$ cat src/rtl/mem_arb_pkg.sv
// rtl/mem_arb_pkg.sv - shared types and derived constants for mem_arbiter
package mem_arb_pkg;

    localparam int DEF_WORDS_PER_BLOCK = 8;
    localparam int WORD_IDX_W          = $clog2(DEF_WORDS_PER_BLOCK);
    localparam int BLK_OFF_BITS        = $clog2(DEF_WORDS_PER_BLOCK * 2);

    typedef enum logic [1:0] {
        IDLE    = 2'd0,
        FILL_I  = 2'd1,
        FILL_D  = 2'd2,
        WRITE_D = 2'd3
    } arb_state_t;

    typedef enum logic {
        REQ_I = 1'b0,
        REQ_D = 1'b1
    } req_id_t;

endpackage

$ cat src/rtl/mem_fill_seq.sv
// rtl/mem_fill_seq.sv - block-fill sequencer: issue/return counters and word address generation
module mem_fill_seq #(
    parameter int AWIDTH          = 16,
    parameter int WORDS_PER_BLOCK = 8,
    parameter int IDX_W           = $clog2(WORDS_PER_BLOCK)
) (
    input  logic              clk,
    input  logic              rst,
    input  logic              start,
    input  logic              active,
    input  logic [AWIDTH-1:0] base_addr,
    input  logic              mem_data_valid,
    output logic              issue_en,
    output logic [AWIDTH-1:0] mem_addr,
    output logic [IDX_W-1:0]  word_idx,
    output logic              last
);

    localparam logic [AWIDTH-1:0] OFF_MASK = AWIDTH'(WORDS_PER_BLOCK * 2 - 1);

    logic [AWIDTH-1:0] base_q;
    logic [IDX_W:0]    issue_cnt;
    logic [IDX_W-1:0]  ret_cnt;

    always_ff @(posedge clk or posedge rst) begin
        if (rst) begin
            base_q    <= '0;
            issue_cnt <= '0;
            ret_cnt   <= '0;
        end else if (start) begin
            base_q    <= base_addr & ~OFF_MASK;
            issue_cnt <= '0;
            ret_cnt   <= '0;
        end else if (active) begin
            if (issue_en)
                issue_cnt <= issue_cnt + (IDX_W+1)'(1);
            if (mem_data_valid)
                ret_cnt <= ret_cnt + IDX_W'(1);
        end
    end

    // Offset bits of base_q are zero, so OR keeps every word inside the block.
    assign issue_en = active && !issue_cnt[IDX_W];
    assign mem_addr = base_q | AWIDTH'({issue_cnt[IDX_W-1:0], 1'b0});
    assign word_idx = ret_cnt;
    assign last     = active && mem_data_valid && (ret_cnt == IDX_W'(WORDS_PER_BLOCK - 1));

endmodule

$ cat src/rtl/mem_arbiter.sv
// rtl/mem_arbiter.sv - I/D cache miss arbiter and sole master of main memory
// Define ARB_RR_EN for round-robin on simultaneous requests (default: D over I).
module mem_arbiter #(
    parameter int AWIDTH          = 16,
    parameter int DWIDTH          = 16,
    parameter int WORDS_PER_BLOCK = 8,
    parameter int MEM_LATENCY     = 4
) (
    input  logic                               clk,
    input  logic                               rst,
    input  logic                               i_req,
    input  logic [AWIDTH-1:0]                  i_addr,
    output logic                               i_grant,
    output logic [DWIDTH-1:0]                  i_data,
    output logic                               i_data_valid,
    output logic [$clog2(WORDS_PER_BLOCK)-1:0] i_word_idx,
    output logic                               i_done,
    input  logic                               d_req,
    input  logic                               d_wr,
    input  logic [AWIDTH-1:0]                  d_addr,
    input  logic [DWIDTH-1:0]                  d_wdata,
    output logic                               d_grant,
    output logic [DWIDTH-1:0]                  d_data,
    output logic                               d_data_valid,
    output logic [$clog2(WORDS_PER_BLOCK)-1:0] d_word_idx,
    output logic                               d_done,
    output logic                               mem_enable,
    output logic                               mem_wr,
    output logic [AWIDTH-1:0]                  mem_addr,
    output logic [DWIDTH-1:0]                  mem_data_in,
    input  logic [DWIDTH-1:0]                  mem_data_out,
    input  logic                               mem_data_valid
);
    import mem_arb_pkg::*;

    localparam int IDX_W = $clog2(WORDS_PER_BLOCK);

    if (MEM_LATENCY < 1 || (WORDS_PER_BLOCK & (WORDS_PER_BLOCK - 1)) != 0) begin : g_bad_cfg
        $error("mem_arbiter: MEM_LATENCY must be >= 1 and WORDS_PER_BLOCK a power of 2");
    end

    arb_state_t        state_q, state_d;
    req_id_t           winner;
    logic              any_req, start, fill_active;
    logic              grant_i_q, grant_d_q;
    logic [AWIDTH-1:0] waddr_q;
    logic [DWIDTH-1:0] wdata_q;
    logic              seq_issue, seq_last;
    logic [AWIDTH-1:0] seq_addr;
    logic [IDX_W-1:0]  seq_idx;

    assign any_req = i_req || d_req;

`ifdef ARB_RR_EN
    req_id_t last_q;

    always_comb begin
        winner = d_req ? REQ_D : REQ_I;
        if (i_req && d_req)
            winner = (last_q == REQ_I) ? REQ_D : REQ_I;
    end

    always_ff @(posedge clk or posedge rst) begin
        if (rst)
            last_q <= REQ_I;
        else if (state_q == IDLE && any_req)
            last_q <= winner;
    end
`else
    assign winner = d_req ? REQ_D : REQ_I;
`endif

    always_ff @(posedge clk or posedge rst) begin
        if (rst)
            state_q <= IDLE;
        else
            state_q <= state_d;
    end

    always_comb begin
        state_d = state_q;
        case (state_q)
            IDLE:           if (any_req)
                                state_d = (winner == REQ_D) ? (d_wr ? WRITE_D : FILL_D) : FILL_I;
            FILL_I, FILL_D: if (seq_last) state_d = IDLE;
            WRITE_D:        state_d = IDLE;
            default:        state_d = IDLE;
        endcase
    end

    assign start       = (state_q == IDLE) && (state_d == FILL_I || state_d == FILL_D);
    assign fill_active = (state_q == FILL_I) || (state_q == FILL_D);

    // Grants are registered so they land in the first cycle of the new state.
    always_ff @(posedge clk or posedge rst) begin
        if (rst) begin
            grant_i_q <= 1'b0;
            grant_d_q <= 1'b0;
            waddr_q   <= '0;
            wdata_q   <= '0;
        end else begin
            grant_i_q <= (state_q == IDLE) && (state_d == FILL_I);
            grant_d_q <= (state_q == IDLE) && (state_d == FILL_D || state_d == WRITE_D);
            if (state_q == IDLE && state_d == WRITE_D) begin
                waddr_q <= d_addr & ~AWIDTH'(1);
                wdata_q <= d_wdata;
            end
        end
    end

    mem_fill_seq #(
        .AWIDTH          (AWIDTH),
        .WORDS_PER_BLOCK (WORDS_PER_BLOCK),
        .IDX_W           (IDX_W)
    ) u_fill_seq (
        .clk            (clk),
        .rst            (rst),
        .start          (start),
        .active         (fill_active),
        .base_addr      ((winner == REQ_D) ? d_addr : i_addr),
        .mem_data_valid (mem_data_valid),
        .issue_en       (seq_issue),
        .mem_addr       (seq_addr),
        .word_idx       (seq_idx),
        .last           (seq_last)
    );

    assign i_grant = grant_i_q;
    assign d_grant = grant_d_q;

    always_comb begin
        mem_enable   = 1'b0;
        mem_wr       = 1'b0;
        mem_addr     = '0;
        mem_data_in  = '0;
        i_data       = '0;
        i_data_valid = 1'b0;
        i_word_idx   = '0;
        i_done       = 1'b0;
        d_data       = '0;
        d_data_valid = 1'b0;
        d_word_idx   = '0;
        d_done       = 1'b0;
        case (state_q)
            FILL_I: begin
                mem_enable   = seq_issue;
                mem_addr     = seq_issue ? seq_addr : '0;
                i_data_valid = mem_data_valid;
                i_data       = mem_data_valid ? mem_data_out : '0;
                i_word_idx   = mem_data_valid ? seq_idx : '0;
                i_done       = seq_last;
            end
            FILL_D: begin
                mem_enable   = seq_issue;
                mem_addr     = seq_issue ? seq_addr : '0;
                d_data_valid = mem_data_valid;
                d_data       = mem_data_valid ? mem_data_out : '0;
                d_word_idx   = mem_data_valid ? seq_idx : '0;
                d_done       = seq_last;
            end
            WRITE_D: begin
                mem_enable  = 1'b1;
                mem_wr      = 1'b1;
                mem_addr    = waddr_q;
                mem_data_in = wdata_q;
                d_done      = 1'b1;
            end
            default: ;
        endcase
    end

endmodule

$ cat config.mk
export PLATFORM = sky130hd
export DESIGN_NAME = mem_arbiter
export DESIGN_NICKNAME = d
export VERILOG_FILES = /design/src/rtl/mem_arb_pkg.sv /design/src/rtl/mem_fill_seq.sv /design/src/rtl/mem_arbiter.sv
export SDC_FILE = /design/constraint.sdc
export NUM_CORES = 1
export LEC_CHECK = 0
export CAP_MARGIN = 30
export CORE_UTILIZATION = 45
export CTS_CLUSTER_SIZE = 12
export DETAILED_ROUTE_END_ITERATION = 10
export GPL_ROUTABILITY_DRIVEN = 0
export GPL_TIMING_DRIVEN = 0
export PLACE_DENSITY = 0.95
export SYNTH_ARGS = -nofsm -noshare
export SYNTH_HDL_FRONTEND = slang
export SYNTH_SLANG_ARGS = --single-unit
export TNS_END_PERCENT = 10
$ cat constraint.sdc
create_clock -name clk -period 5 [get_ports clk]
set_clock_uncertainty 0.1 [all_clocks]
set_input_delay 0.75 -clock clk [delete_from_list [all_inputs] [get_ports clk]]
set_output_delay 0.75 -clock clk [all_outputs]
set_load 0.005 [all_outputs]
==> flow_metrics.py <==
metrics = {
    "floorplanning": {
        "rows": 30,
        "core_mm2": 0.00676,
        "start_util": 0.462,
        "die_area_mm2": 0.00728,
        "die_h_um": 85.3,
        "die_w_um": 85.3,
        "io_pins": 148,
    },
    "setup_path": {
        "crit_fanout": 10,
        "path_cells": "clkdlybuf4s50_1 > clkbuf_1 > and3_1 > clkdlybuf4s50_1",
        "start_kind": "input pin",
        "slowest_stage": "clkdlybuf4s50_1",
        "cp.arrival_ns": 2.49,
        "worstPathRequired_ns": 4.15,
        "worst_path_most_repeated_cell": "clkdlybuf4s50_1",
        "crit_path_end_kind": "primary output",
        "critPathMaxStageDelay_ns": 0.64,
        "cpLargestDelayFamily": "buffers and inverters",
        "critPathBufInv": 3,
        "crit_type": "input pin to primary output",
    },
    "timing": {
        "worstMarginPinSlew_ns": 0.515,
        "hold_violations": 0,
        "relSlewSlack": 0.657,
        "post-route-period-util": 0.668,
        "worst_slack_ns": 1.66,
        "holdWs_ns": 0.398,
        "slew_viol_final": 0,
        "final.min_clock_period_ns": 3.34,
        "rsz0062_at_grt": "false",
        "achievable-frequency_mhz": 299,
        "setup-tns-final_ns": 0,
        "setup_viol": 0,
    },
    "power": {
        "p_int_mw": 1.59,
        "p_seq_frac": 0.315,
        "swShare": 0.373,
        "pwr-share-clk": 0.100,
        "cellPowerDensity_mw_per_mm2": 535,
        "p_switching_uw": 946,
        "power_frac_comb": 0.585,
        "ir_worst_vdd_mv": 0.350,
        "p_leak_nw": 2.22,
    },
    "routing": {
        "vias_per_cell": 5.40,
        "wl_per_cell_um": 17.0,
        "drt_iter0_drc": 53,
        "drt_wl_total_um": 8770,
        "remaining_drc_errors": 0,
        "ant_nets": 0,
        "drt_pre_antenna_iters": 4,
        "vias": 2790,
    },
    "global_routing": {
        "grt_antenna_before_repair": 0,
        "grt_max_degree": 45,
        "grt.total_usage": 0.245,
        "grt_pass1_wl_um": 13900,
        "grt_pass1_vias": 2894,
        "grt-ovfl-total": 0,
    },
    "job": {
        "maxCapViolCount": 0,
    },
    "synthesis": {
        "synth_top_area_share": 0.433,
        "syn_inst": 288,
        "yosysSeqAreaShare": 0.433,
        "synth_area_per_cell_um2": 10.8,
        "synth.top_cells.by_area": "dfrtp_1, mux2_4, and3_1",
        "syn_area_mm2": 0.00312,
        "yosysTopAreaCell": "dfrtp_1",
        "ys_ff_latch": 54,
        "syn_nets": 369,
        "synth_cell_types": 35,
        "synth_warnings": 0,
    },
    "hold_path": {
        "hp-class": "register to register",
    },
    "clock_network": {
        "hold_buffers": 0,
        "ctsResizeCount": 0,
        "clock_path_buffers": 2,
        "clkTransAtPathRegs_ns": 0.09,
        "clockRootBuffer": "clkbuf_8",
        "clk_latency_ns": 0.30,
        "cts_sinks": 54,
        "cts_buffers": 5,
        "cts_tree": "built",
        "post_cts_buffers": 0,
        "cts.htree.levels": 2,
    },
    "layout": {
        "final_util": 0.702,
        "nNetsFinal": 517,
        "n_fill_cell": 503,
        "drive_gt1_frac": 0.151,
        "instances_no_fill": 517,
        "area_growth_pct": 51.7,
        "antenna_cells": 0,
    },
    "place": {
        "hpwlAfterDp_um": 6850,
        "pre_cts_slack_ns": 1.67,
        "post-place-cells": 509,
        "portBuffers": 140,
    },
    "status": {
        "run_status": "finished clean",
    },
}
final cells by class:
type	count	area, um2	share of cell area
inverters	3	11.3	0.00238
repair buffers	141	1420	0.300
flip-flops and latches	54	1350	0.285
plain buffers	25	164	0.0346
well taps	80	100	0.0211
clock inverters	2	12.5	0.00264
multi-input cells	206	1600	0.337
clock buffers	6	82.6	0.0174
per-stage QoR:
stage               area [um2]  total power, mW
detailed placement        4650             2.29
global route              4740             2.72
global placement          4630             2.22
floorplan                 3120             1.70
finish                    4740             2.54
CTS                       4740             2.55
tightest hold or removal path, cell delays in order (launching register included):
cell and delay (ns):
dfrtp_1 0.35, nand2_1 0.05, o21ai_0 0.07
placed cells by master, fill, tap and decap left out, types with 2 or more instances in the layout:
cell type        instances
inv_1                    2
buf_6                    5
clkbuf_1                11
o21ai_0                 14
mux2_2                   9
dfrtp_1                 54
and2_1                  19
nand3_1                  3
buf_4                    3
a21oi_1                  2
xor2_1                   2
mux2_4                  22
nor2_1                  24
mux2i_1                 13
nor3_1                   2
o21a_1                   2
nand2_1                 18
a22oi_1                  6
clkdlybuf4s50_1        140
a22oi_2                  9
buf_12                   2
ha_1                    11
nor2b_1                  2
and3_1                  38
clkbuf_8                 6
buf_2                    4
path summary, 6_finish.rpt:
kind,cells past startpoint,to,from,slack [ns]
setup / recovery,4,i_data[12],mem_data_valid,1.66
hold / removal,2,u_fill_seq.base_q[6],u_fill_seq.base_q[6],0.40
setup reg to reg,9,u_fill_seq.base_q[10],u_fill_seq.word_idx[0],2.20
hold reg to reg,2,u_fill_seq.base_q[6],u_fill_seq.base_q[6],0.40
max in group asynchronous,3,wdata_q[8],rst,3.71
min in group asynchronous,2,wdata_q[2],rst,0.58
logic make-up after synthesis:
family,Yosys count,share of synthesized area
and+or+nand+nor,111,0.189
DFF,54,0.433
muxes,44,0.180
AOI/OAI and AO/OA,36,0.0885
buffers and inverters,28,0.0561
adders and majority gates,11,0.0441
xor gates and xnor gates,3,0.00841
other,1,0.00120
power by group through the flow:
stage	clock, mW	sequential (mW)	combinational, mW
after floorplan	0	0.762	0.936
after global placement	0	0.787	1.43
after detailed placement	0	0.802	1.49
after CTS	0.258	0.795	1.50
after global routing	0.279	0.819	1.62
final	0.253	0.799	1.48
metal layers:
layer / GRT usage / wire length [um] / vias up
met4: 0.0864 / 217 / 0
met5: 0 / 0 / -
met2: 0.490 / 4780 / 123
li1: - / - / 1294
met3: 0.0486 / 548 / 18
met1: 0.250 / 3220 / 1355
state kept, by name, indices dropped and copies added, names as in the netlist:
name and count:
wdata_q 16, i_grant 1, waddr_q 15, u_fill_seq.base_q 12, u_fill_seq.word_idx 3, state_q 2
u_fill_seq.issue_cnt 4, d_grant 1
Yosys cell counts, drive strengths merged:
cell type / n
or3: 1
a21oi: 2
a41oi: 1
buf: 14
nand2b: 1
inv: 3
conb: 1
mux2: 31
a22oi: 15
and3: 38
nand2: 19
a31oi: 1
nor2: 24
o21a: 2
xnor2: 1
nand3: 3
xor2: 2
nor2b: 3
mux2i: 13
nand3b: 1
o21ai: 14
ha: 11
a31o: 1
clkbuf: 11
and2: 19
nor3: 2
dfrtp: 54
Power figures use the tool's default switching activity.
